File: config.mk
export PLATFORM = sky130hd
export DESIGN_NAME = encoder_pulse_gen_flat
export DESIGN_NICKNAME = d
export VERILOG_FILES = /design/src/rtl/encoder_pkg.sv /design/src/rtl/encoder_pulse_gen_if.sv /design/src/rtl/pulse_shaper.sv /design/src/rtl/encoder_pulse_gen.sv /design/src/flat_wrapper.sv
export SDC_FILE = /design/constraint.sdc
export NUM_CORES = 1
export LEC_CHECK = 0
export ABC_AREA = 0
export BUFFER_PORTS_ARGS = -buffer_cell sky130_fd_sc_hd__buf_2
export CORE_MARGIN = 10
export CORE_UTILIZATION = 35
export CTS_CLUSTER_SIZE = 20
export DETAILED_ROUTE_END_ITERATION = 8
export PLACE_DENSITY = 0.61
export RECOVER_POWER = 100
export SYNTH_ARGS = -nofsm -noshare
export SYNTH_HDL_FRONTEND = slang
export SYNTH_SLANG_ARGS = --single-unit
export TNS_END_PERCENT = 5
File: constraint.sdc
create_clock -name clock -period 17.42 [get_ports clock]
set_clock_uncertainty 0.2 [all_clocks]
set_input_delay 3.484 -clock clock [delete_from_list [all_inputs] [get_ports clock]]
set_output_delay 3.484 -clock clock [all_outputs]
set_load 0.02 [all_outputs]
File: src/rtl/encoder_pkg.sv
// Shared types and sizing helpers for the synthetic encoder pulse generator.
package encoder_pkg;

  localparam int unsigned RATE_W = 32;

  typedef enum logic [1:0] {IDLE, RUN, DRAIN} enc_state_t;

  // Clocks per measurement window.
  function automatic int unsigned num_clocks(input int unsigned freq, input int unsigned rate);
    return freq / rate;
  endfunction

  // Highest rate that still leaves a full low phase between pulses.
  function automatic int unsigned max_rate(input int unsigned num_clks, input int unsigned high_clks);
    return num_clks / (2 * high_clks);
  endfunction

endpackage

File: src/rtl/encoder_pulse_gen_if.sv
// Control/status bundle of encoder_pulse_gen; ENCODER_QUADRATURE_EN adds dir and encoder_b.
interface encoder_pulse_gen_if;
  import encoder_pkg::*;

  logic              enable;
  logic [RATE_W-1:0] rate_in;
  logic              rate_load;
  logic              encoder_out;
  logic              pulse_strobe;
  logic              window_tick;
  logic [RATE_W-1:0] rate_active;
  logic              rate_clamped;
`ifdef ENCODER_QUADRATURE_EN
  logic              dir;
  logic              encoder_b;

  modport master (
    output enable, rate_in, rate_load, dir,
    input  encoder_out, pulse_strobe, window_tick, rate_active, rate_clamped, encoder_b
  );
  modport slave (
    input  enable, rate_in, rate_load, dir,
    output encoder_out, pulse_strobe, window_tick, rate_active, rate_clamped, encoder_b
  );
`else
  modport master (
    output enable, rate_in, rate_load,
    input  encoder_out, pulse_strobe, window_tick, rate_active, rate_clamped
  );
  modport slave (
    input  enable, rate_in, rate_load,
    output encoder_out, pulse_strobe, window_tick, rate_active, rate_clamped
  );
`endif
endinterface

File: src/rtl/pulse_shaper.sv
// Stretches a one-cycle fire into a HIGH_CLKS-wide high phase; busy mirrors the high phase.
module pulse_shaper #(
  parameter int unsigned HIGH_CLKS = 4
) (
  input  logic clock,
  input  logic system_reset,
  input  logic fire,
  output logic pulse,
  output logic busy
);

  localparam int unsigned HOLD_W = $clog2(HIGH_CLKS + 1);

  logic [HOLD_W-1:0] hold_q, hold_d;
  logic              pulse_q;

  always_comb begin
    hold_d = hold_q;
    if (fire) begin
      hold_d = HOLD_W'(HIGH_CLKS);
    end else if (hold_q != '0) begin
      hold_d = hold_q - HOLD_W'(1);
    end
  end

  always_ff @(posedge clock) begin
    if (system_reset) begin
      hold_q  <= '0;
      pulse_q <= 1'b0;
    end else begin
      hold_q  <= hold_d;
      pulse_q <= (hold_d != '0);
    end
  end

  assign pulse = pulse_q;
  assign busy  = pulse_q;

endmodule

File: src/rtl/encoder_pulse_gen.sv
// Synthetic encoder: exactly rate_active evenly spread rising edges per window.
// Optional quadrature channel B under `ENCODER_QUADRATURE_EN.
module encoder_pulse_gen
  import encoder_pkg::*;
#(
  parameter int unsigned CLOCK_FREQ      = 100000000,
  parameter int unsigned PERCENT_SECOND  = 1000,
  parameter int unsigned PULSE_HIGH_CLKS = 4
) (
  input logic                clock,
  input logic                system_reset,
  encoder_pulse_gen_if.slave bus
);

  localparam int unsigned NUM_CLOCKS = num_clocks(CLOCK_FREQ, PERCENT_SECOND);
  localparam int unsigned MAX_RATE   = max_rate(NUM_CLOCKS, PULSE_HIGH_CLKS);
  localparam int unsigned CNT_W      = (NUM_CLOCKS > 1) ? $clog2(NUM_CLOCKS) : 1;
  localparam int unsigned SUM_W      = RATE_W + 1;
  localparam logic [CNT_W-1:0]  CNT_LAST   = CNT_W'(NUM_CLOCKS - 1);
  localparam logic [SUM_W-1:0]  SUM_N      = SUM_W'(NUM_CLOCKS);
  localparam logic [RATE_W-1:0] MAX_RATE_V = RATE_W'(MAX_RATE);

  enc_state_t        state_q, state_d;
  logic [CNT_W-1:0]  cnt_q, cnt_d;
  logic [RATE_W-1:0] acc_q, acc_d, acc_base, rate_use;
  logic [RATE_W-1:0] rate_active_q, rate_active_d, pending_q;
  logic [SUM_W-1:0]  sum;
  logic              fire_c, tick_d, tick_q, strobe_q, clamped_q;
  logic              shp_pulse, shp_busy, busy;
`ifdef ENCODER_QUADRATURE_EN
  localparam int unsigned DLY = PULSE_HIGH_CLKS / 2;
  logic [DLY-1:0]    dly_q;
  logic              dir_q, dir_d;
`endif

  always_ff @(posedge clock) begin
    if (system_reset) state_q <= IDLE;
    else              state_q <= state_d;
  end

  always_comb begin
    state_d = state_q;
    unique case (state_q)
      IDLE:    if (bus.enable) state_d = RUN;
      RUN:     if (!bus.enable) state_d = busy ? DRAIN : IDLE;
      DRAIN:   if (!busy) state_d = IDLE;
      default: state_d = IDLE;
    endcase
  end

  // Work for a RUN cycle is done on the edge entering it, so outputs line up with its count.
  always_comb begin
    cnt_d         = cnt_q;
    acc_d         = acc_q;
    rate_active_d = rate_active_q;
    acc_base      = acc_q;
    rate_use      = rate_active_q;
    sum           = '0;
    fire_c        = 1'b0;
    tick_d        = 1'b0;
`ifdef ENCODER_QUADRATURE_EN
    dir_d         = dir_q;
`endif
    if (state_d == RUN) begin
      if (state_q != RUN || cnt_q == CNT_LAST) begin
        cnt_d         = '0;
        acc_base      = '0;
        rate_use      = pending_q;
        rate_active_d = pending_q;
`ifdef ENCODER_QUADRATURE_EN
        dir_d         = bus.dir;
`endif
      end else begin
        cnt_d = cnt_q + CNT_W'(1);
      end
      sum = {1'b0, acc_base} + {1'b0, rate_use};
      if (sum >= SUM_N) begin
        fire_c = 1'b1;
        acc_d  = RATE_W'(sum - SUM_N);
      end else begin
        acc_d  = RATE_W'(sum);
      end
      tick_d = (cnt_d == CNT_LAST);
    end
  end

  always_ff @(posedge clock) begin
    if (system_reset) begin
      cnt_q         <= '0;
      acc_q         <= '0;
      rate_active_q <= '0;
      pending_q     <= '0;
      clamped_q     <= 1'b0;
      tick_q        <= 1'b0;
      strobe_q      <= 1'b0;
    end else begin
      cnt_q         <= cnt_d;
      acc_q         <= acc_d;
      rate_active_q <= rate_active_d;
      tick_q        <= tick_d;
      strobe_q      <= fire_c;
      if (bus.rate_load) begin
        if (bus.rate_in > MAX_RATE_V) begin
          pending_q <= MAX_RATE_V;
          clamped_q <= 1'b1;
        end else begin
          pending_q <= bus.rate_in;
        end
      end
    end
  end

  pulse_shaper #(
    .HIGH_CLKS (PULSE_HIGH_CLKS)
  ) u_shaper (
    .clock        (clock),
    .system_reset (system_reset),
    .fire         (fire_c),
    .pulse        (shp_pulse),
    .busy         (shp_busy)
  );

`ifdef ENCODER_QUADRATURE_EN
  // Lagging copy of the shaped pulse; dir picks which pin leads.
  always_ff @(posedge clock) begin
    if (system_reset) begin
      dly_q <= '0;
      dir_q <= 1'b0;
    end else begin
      dly_q <= DLY'({dly_q, shp_pulse});
      dir_q <= dir_d;
    end
  end

  assign busy            = shp_busy | (|dly_q);
  assign bus.encoder_out = dir_q ? dly_q[DLY-1] : shp_pulse;
  assign bus.encoder_b   = dir_q ? shp_pulse : dly_q[DLY-1];
`else
  assign busy            = shp_busy;
  assign bus.encoder_out = shp_pulse;
`endif

  assign bus.pulse_strobe = strobe_q;
  assign bus.window_tick  = tick_q;
  assign bus.rate_active  = rate_active_q;
  assign bus.rate_clamped = clamped_q;

endmodule

File: src/flat_wrapper.sv
// flat-port wrapper written by rule: the top's interface ports become plain ports
module encoder_pulse_gen_flat import encoder_pkg::*;
#(
  parameter int unsigned CLOCK_FREQ      = 100000000,
  parameter int unsigned PERCENT_SECOND  = 1000,
  parameter int unsigned PULSE_HIGH_CLKS = 4
)
  (clock, system_reset, bus_enable, bus_rate_in, bus_rate_load, bus_encoder_out, bus_pulse_strobe, bus_window_tick, bus_rate_active, bus_rate_clamped);
  encoder_pulse_gen_if bus_i ();
  input logic clock;
  input logic system_reset;
  input wire logic [$bits(bus_i.enable)-1:0] bus_enable;
  input wire logic [$bits(bus_i.rate_in)-1:0] bus_rate_in;
  input wire logic [$bits(bus_i.rate_load)-1:0] bus_rate_load;
  output wire logic [$bits(bus_i.encoder_out)-1:0] bus_encoder_out;
  output wire logic [$bits(bus_i.pulse_strobe)-1:0] bus_pulse_strobe;
  output wire logic [$bits(bus_i.window_tick)-1:0] bus_window_tick;
  output wire logic [$bits(bus_i.rate_active)-1:0] bus_rate_active;
  output wire logic [$bits(bus_i.rate_clamped)-1:0] bus_rate_clamped;
  assign bus_i.enable = bus_enable;
  assign bus_i.rate_in = bus_rate_in;
  assign bus_i.rate_load = bus_rate_load;
  assign bus_encoder_out = bus_i.encoder_out;
  assign bus_pulse_strobe = bus_i.pulse_strobe;
  assign bus_window_tick = bus_i.window_tick;
  assign bus_rate_active = bus_i.rate_active;
  assign bus_rate_clamped = bus_i.rate_clamped;
  encoder_pulse_gen #(.CLOCK_FREQ(CLOCK_FREQ), .PERCENT_SECOND(PERCENT_SECOND), .PULSE_HIGH_CLKS(PULSE_HIGH_CLKS)) u_core (.clock(clock), .system_reset(system_reset), .bus(bus_i));
endmodule
==> implementation parameters, run 1 <==
Parameter                              Value

Placed design
  Detailed-placement wirelength estimate ... 16600 um
  Final weighted congestion of routability-driven global placement ... 0.964
  Port Buffer Count ... 71

Floorplanning
  Count of boundary I/O pins ... 72
  Floorplan die area ... 29800 um2
  Starting density of the core ... 35.8%
  Height of the chip ... 173 um
  Floorplan die width ... 173 um
  Area of the core ... 22800 um2
  Std-Cell Rows ... 55

Setup path
  Cell family contributing the most delay on the critical path ... compound AO/OA/AOI/OAI gates
  Cell with the most instances on the worst path ... ha_1
  Number of cells on the worst reg-to-reg path ... 18
  Type of destination of the critical path ... register
  Type of the worst setup path ... register to register
  Crit path from ... u_core.cnt_q[0]
  Required time of the worst setup path ... 17.52 ns
  Critical path's largest stage delay ... 1.90 ns
  Flop2flop setup slack ... 8.20 ns
  Data arrival time of the critical path ... 9.32 ns
  Worst setup path endpoint ... u_core.acc_q[6]
  Buffers & Inverters on Critical Path ... 1
  Chain of cells forming the critical path ... ha_1 -> nand3_1 -> nor2_1 -> a31oi_1 -> clkbuf_1 -> and2_0 -> ha_1 -> o211ai_1 -> o21ai_0 -> xnor2_1 -> ha_1 -> o32ai_1 -> a22oi_1 -> a21oi_1 -> nor4_1 -> and4_1 -> mux2_2 -> a211oi_1
  Path length in cells of the critical path ... 18
  R2r endpoint ... u_core.acc_q[6]
  Worst path slowest cell ... a31oi_1
  Startpoint kind of the worst setup timing path ... register
  CP Max Fanout ... 39
  R2r startpoint ... u_core.cnt_q[0]

Clock network
  Clock tree from TritonCTS ... yes
  Insertion delay of the later-clocked pin in the worst-skew pair ... 0.43 ns
  Count of buffers added by post-CTS timing repair for setup ... 0
  Total CTS buffers ... 17
  Gates resized, CTS repair ... 0
  Clock slew at the register clock pins of the worst setup and hold paths ... 0.06 ns
  Buffer levels on the longest clock path ... 2
  Clock root buffer master ... clkbuf_16
  Number of hold buffers added after CTS ... 0
  H-Tree Level Count ... 4
  Clk sinks ... 122

Synthesis
  Post-synth cell types ... 73
  Average footprint of a synthesized cell ... 7.25 um2
  Register bit count reported by yosys ... 122
  Top post-synthesis cells by area ... dfxtp_1 30%, nand2_1 7.7%, nor2_1 7.3%
  Cell taking the most area after synthesis ... dfxtp_1
  Count of flip-flops with a built-in enable after synthesis ... 0
  Cell with the most instances after synthesis ... nand2_1
  Cell area after technology mapping ... 8150 um2
  Share of flip-flops with an asynchronous set or reset after synthesis ... 0%
  Share of the synthesized area in the top cell type ... 30.0%
  Synthesized Nets ... 1199
  Synth Instances ... 1125
  Most instantiated cells after synthesis ... 167 x nand2_1, 159 x nor2_1, 122 x dfxtp_1
  Top_reg_cell synth ... dfxtp_1
  Sequential fraction of the synthesis area ... 30.0%
  Number of warning messages in the yosys log ... 0

Power and ir drop
  Cell Pwr Density ... 95.4 nW/um2
  Post-route total power ... 0.000885 W
  Leakage power of the design ... 3.81 nW
  Highest ir drop seen on vdd ... 0.0464 mV

Finish
  Proportion of layout cells with a drive suffix above 1 ... 7.87%
  Antenna cells ... 0
  Final-stage net count ... 1232
  Area growth syn-to-layout ... 13.8%

Drt
  Total routed wirelength ... 23200 um
  WL per Instance ... 15.7 um
  Via count ... 8108
  Detailed Routing Iterations Pass 1 ... 7
  Initial DRC Count ... 530
  Average vias per placed instance ... 5.47
  Antenna Nets Post-Route ... 0
  Remaining DRCs ... 0

Outcome
  Run status ... finished with violations
  Failing checks ... capacitance limit, slew limit

Global routing
  Number of antenna violations at the first check in global routing ... 0
  Wire length of the first global-routing pass ... 38600 um
  Pin count of the biggest net entering global routing ... 86
  Vias in the first global route ... 7678
  Total routing usage reported by global routing ... 15.2%
  Gr ovfl total ... 0

Timing
  Fin. Hold Viols ... 0
  RSZ-0062 raised after global routing ... false
  Number of failing setup endpoints in the final timing report ... 0
  Tightest Pin Transition ... 2.85 ns
  Max transition margin ... -90.2%
  Sum Neg Setup Slack ... 0 ns
  Max-slew violation count ... 230
  Maximum frequency from static timing analysis ... 0.108 GHz
  Post-route fraction of the period consumed by the critical path ... 52.9%
  Time the final worst path needs with I/O delays and setup ... 9.22 ns

Job
  # Max-Cap Violations ... 5

Hold path
  Min-delay worst type ... register to register
  Number of stages on the worst hold path ... 2
area by class of cell:
cell class / count / area (um2)
Tap cell: 313 / 392
Inverter: 17 / 63.8
Multi-Input combinational cell: 923 / 5410
Clock buffer: 20 / 467
Clock inverter: 10 / 168
Timing Repair Buffer: 77 / 338
Fill cell: 2365 / 13500
Sequential cell: 122 / 2440
registers in the layout, indices dropped and copies added (netlist names):
name,cells
u_core.bus.window_tick,1
u_core.bus.pulse_strobe,1
u_core.u_shaper.busy,1
u_core.cnt_q,17
u_core.state_q,2
u_core.acc_q,32
u_core.u_shaper.hold_q,3
u_core.bus.rate_clamped,1
u_core.bus.rate_active,32
u_core.pending_q,32
how the worst min path moves through the flow:
stage / end / slack [ns] / startpoint
after global routing: u_core.pending_q[14] / 0.28 / u_core.pending_q[14]
final: u_core.acc_q[4] / 0.25 / u_core.acc_q[4]
after detailed placement: u_core.acc_q[4] / 0.24 / u_core.acc_q[4]
after floorplan: u_core.pending_q[14] / 0.23 / u_core.pending_q[14]
after global placement: u_core.acc_q[0] / 0.24 / u_core.acc_q[0]
after CTS: u_core.acc_q[4] / 0.25 / u_core.acc_q[4]
per-stage QoR:
step                      cell area (um2)  worst slack (ns)  util [%]  std cells  hold slack [ns]
after global placement               8720             10.41      38.3       1452            0.238
after detailed placement             8720             10.31      38.3       1452            0.242
after global routing                 9280              7.53      40.7       1482            0.279
after floorplan                      8150             11.86         -       1125            0.230
after CTS                            9360             10.28      41.1       1482            0.250
final                                9280              8.20      40.7       1482            0.252
metal layers:
| layer | global-route usage [%] | wire length [um] |
|---|---|---|
| met5 | 0 | 0 |
| met4 | 5.11 | 420 |
| met3 | 2.77 | 1160 |
| met2 | 25.1 | 10700 |
| met1 | 19.5 | 10900 |
power by group:
part,switching (W),internal [W],total [W]
sequential,0.0000116,0.000300,0.000312
clock,0.000134,0.000250,0.000384
combinational,0.000122,0.0000670,0.000189
total,0.000268,0.000617,0.000885
placed cells by master (no fill, tap or decap), types with 6 or more instances in the layout:
cell	count
nand2_1	167
nor2_1	159
dfxtp_1	122
a21oi_1	72
o21ai_0	54
nor3_1	51
and2_1	46
clkbuf_1	42
ha_1	37
buf_2	33
a311oi_1	26
nand3_1	24
a21o_1	20
nor4_1	18
inv_1	17
clkbuf_16	17
xnor2_1	16
and3_1	16
nand2b_1	15
or3_1	15
a211oi_1	13
a31oi_1	12
and2_0	12
or4_1	12
nand4_1	12
nand3b_1	9
a31o_2	7
o211ai_1	7
nor3b_1	7
o31ai_1	6
and4_1	6
o21a_1	6
xor2_1	6
cells by family (layout without fill, tap and decap cells):
family          count (synthesis)  after routing  share of synthesized area [%]
simple gates                  585            585                           34.6
compound gates                275            275                           22.9
flops                         122            122                           30.0
buf+inv                        80            124                           3.85
fa+ha+maj                      38             38                           5.92
xor+xnor                       22             22                           2.36
mux                             3              3                          0.399
worst register-to-register path: cells and delay by family (launching register included):
family / cells / cell delay, ns
AOI/OAI and AO/OA: 7 / 3.46
and+or+nand+nor: 5 / 2.28
buffers and inverters: 1 / 1.31
adders and majority gates: 3 / 0.82
muxes: 1 / 0.42
DFF: 1 / 0.34
xor gates and xnor gates: 1 / 0.26
Note: power is estimated with default switching activity, not from simulation.
==> inputs of run 2 (changes only) <==
--- a/config.mk
+++ b/config.mk
@@ -11,7 +11,7 @@
 export CORE_UTILIZATION = 35
 export CTS_CLUSTER_SIZE = 20
 export DETAILED_ROUTE_END_ITERATION = 8
-export PLACE_DENSITY = 0.61
+export PLACE_DENSITY = 0.62
 export RECOVER_POWER = 100
 export SYNTH_ARGS = -nofsm -noshare
 export SYNTH_HDL_FRONTEND = slang
==> constraint.sdc (replaced) <==
create_clock -name clock -period 8.3 [get_ports clock]
set_clock_uncertainty 0.2 [all_clocks]
set_input_delay 1.66 -clock clock [delete_from_list [all_inputs] [get_ports clock]]
set_output_delay 1.66 -clock clock [all_outputs]
set_load 0.02 [all_outputs]
==> run 2 against run 1 <==
  * The flow still finishes with violations (capacitance limit, slew limit)
  * Combinational power grew 110%
  * Final area is essentially flat
  * Die area is the same
  * Wire length grew 0.34%
  * Sequential power grew 110%
  * Core utilization is essentially flat
  * Critical path type unchanged
  * Final cell count grew 0.13%
  * Critical path depth is the same
  * Sequential cell count is the same
  * Non-clock buffer count is the same
  * Fmax grew 25%
==> implementation parameters, run 2 (synthesized netlist as in run 1, its figures left out) <==
Parameter                              Value

Clock network
  Clock root buffer master ... clkbuf_16
  Total CTS buffers ... 17
  Clock tree from TritonCTS ... yes
  Gates resized, CTS repair ... 0
  Insertion delay of the later-clocked pin in the worst-skew pair ... 0.43 ns
  Clock slew at the register clock pins of the worst setup and hold paths ... 0.06 ns
  Count of buffers added by post-CTS timing repair for setup ... 0
  H-Tree Level Count ... 4
  Clk sinks ... 122
  Number of hold buffers added after CTS ... 0
  Buffer levels on the longest clock path ... 2

Floorplanning
  Area of the core ... 22800 um2
  Count of boundary I/O pins ... 72
  Floorplan die area ... 29800 um2
  Height of the chip ... 173 um
  Std-Cell Rows ... 55
  Floorplan die width ... 173 um
  Starting density of the core ... 35.8%

Setup path
  Type of destination of the critical path ... register
  Type of the worst setup path ... register to register
  Required time of the worst setup path ... 8.40 ns
  Data arrival time of the critical path ... 7.45 ns
  CP Max Fanout ... 41
  Startpoint kind of the worst setup timing path ... register

Placed design
  Port Buffer Count ... 71
  Detailed-placement wirelength estimate ... 16400 um
  Final weighted congestion of routability-driven global placement ... 0.972

Finish
  Number of fill cells ... 2395
  Antenna cells ... 0
  Leading cell type in the layout, fill and taps excluded ... nand2_1
  Leading cell types in the layout, fill and taps excluded ... 167 x nand2_1, 159 x nor2_1, 122 x dfxtp_1
  Proportion of layout cells with a drive suffix above 1 ... 8.20%
  Area growth syn-to-layout ... 13.7%
  Final-stage net count ... 1232

Outcome
  Failing checks ... capacitance limit, slew limit
  Run status ... finished with violations

Drt
  Remaining DRCs ... 0
  Detailed Routing Iterations Pass 1 ... 5
  Initial DRC Count ... 545
  Average vias per placed instance ... 5.48
  Total routed wirelength ... 23300 um
  Via count ... 8129
  Antenna Nets Post-Route ... 0
  WL per Instance ... 15.7 um

Job
  # Max-Cap Violations ... 2

Timing
  Max-slew violation count ... 107
  Number of failing setup endpoints in the final timing report ... 0
  Post-route fraction of the period consumed by the critical path ... 88.6%
  Fin. Hold Viols ... 0
  Maximum frequency from static timing analysis ... 0.136 GHz
  Max transition margin ... -81.8%
  Time the final worst path needs with I/O delays and setup ... 7.35 ns
  Sum Neg Setup Slack ... 0 ns
  RSZ-0062 raised after global routing ... false
  Tightest Pin Transition ... 2.73 ns

Global routing
  Pin count of the biggest net entering global routing ... 107
  Wire length of the first global-routing pass ... 39100 um
  Gr ovfl total ... 0
  Number of antenna violations at the first check in global routing ... 1
  Vias in the first global route ... 7605
  Total routing usage reported by global routing ... 15.4%

Power and ir drop
  Internal ... 0.00126 W
  Post-route total power ... 0.00182 W
  Highest ir drop seen on vdd ... 0.116 mV
  Cell Pwr Density ... 196 nW/um2
  Switching power ... 0.000562 W
  Clock group share of total power ... 42.2%
  Sequential share of power ... 36.0%
  Switching portion of total power ... 30.9%
  Combinational group share of total power ... 21.8%
  Leakage power of the design ... 3.80 nW

Hold path
  Min-delay worst type ... register to register
-- run 2: cell count changes in the layout (fill, tap and decap cells not counted), sizes merged --
cell / change
clkinvlp: +3
inv: +1
clkbuf: -2
clkinv: -2
buf: +3
bufinv: -1
-- run 2: power by group through the flow --
stage,sequential [W],combinational (W),clock (W)
floorplan,0.000677,0.000285,0
global placement,0.000666,0.000392,0
detailed placement,0.000666,0.000396,0
CTS,0.000654,0.000399,0.000782
global route,0.000661,0.000448,0.000808
finish,0.000655,0.000396,0.000768
-- run 2: cell type report --
class                      instances  area, um2  share of cell area [%]
sequential                       122       2440                    26.3
clock buffer                      21        460                    4.97
clock inverter                    11        144                    1.55
tap                              313        392                    4.22
timing repair buffer              77        347                    3.74
multi-input combinational        923       5420                    58.5
inverter                          17       63.8                   0.688
-- run 2: stage by stage --
stage / std cells / setup slack (ns) / util [%] / hold slack, ns / instance area (um2)
after floorplan: 1125 / 2.74 / - / 0.230 / 8150
after global placement: 1452 / 1.26 / 38.3 / 0.238 / 8720
after detailed placement: 1452 / 1.17 / 38.3 / 0.243 / 8720
after CTS: 1484 / 1.12 / 40.9 / 0.251 / 9330
after global routing: 1484 / 0.229 / 40.7 / 0.273 / 9270
final: 1484 / 0.950 / 40.7 / 0.249 / 9270
-- run 2: routing by layer --
metal  vias up  part of all wire (%)  track usage [%]  wire, um
li1       4122                     -                -         -
met5         -                 0.056                0        13
met4         2                   1.5             5.69       361
met3        31                   4.5             2.81      1050
met1      3786                    47             19.8     11000
met2       188                    47             25.1     10900
-- run 2: worst paths after layout --
path	start	to	slack [ns]	cells past startpoint
max	u_core.cnt_q[7]	u_core.acc_q[6]	0.95	18
min	u_core.acc_q[1]	u_core.acc_q[1]	0.25	2
max reg2reg	u_core.cnt_q[7]	u_core.acc_q[6]	0.95	18
min reg2reg	u_core.acc_q[1]	u_core.acc_q[1]	0.25	2
-- run 2: critical path: stages, from the launching register on --
cell and delay (ns):
dfxtp_1 0.41, nand2b_1 0.08, or2_2 0.28, nor4_1 0.46, a31oi_4 0.50, and2_1 0.36
ha_1 0.24, fa_1 0.46, a211oi_2 0.29, o21ai_0 0.32, xnor2_1 0.40, ha_1 0.29
o32ai_1 0.15, a22oi_1 0.27, a21oi_1 0.15, nor4_1 0.56, and4_1 1.15, mux2_2 0.43
a211oi_1 0.21
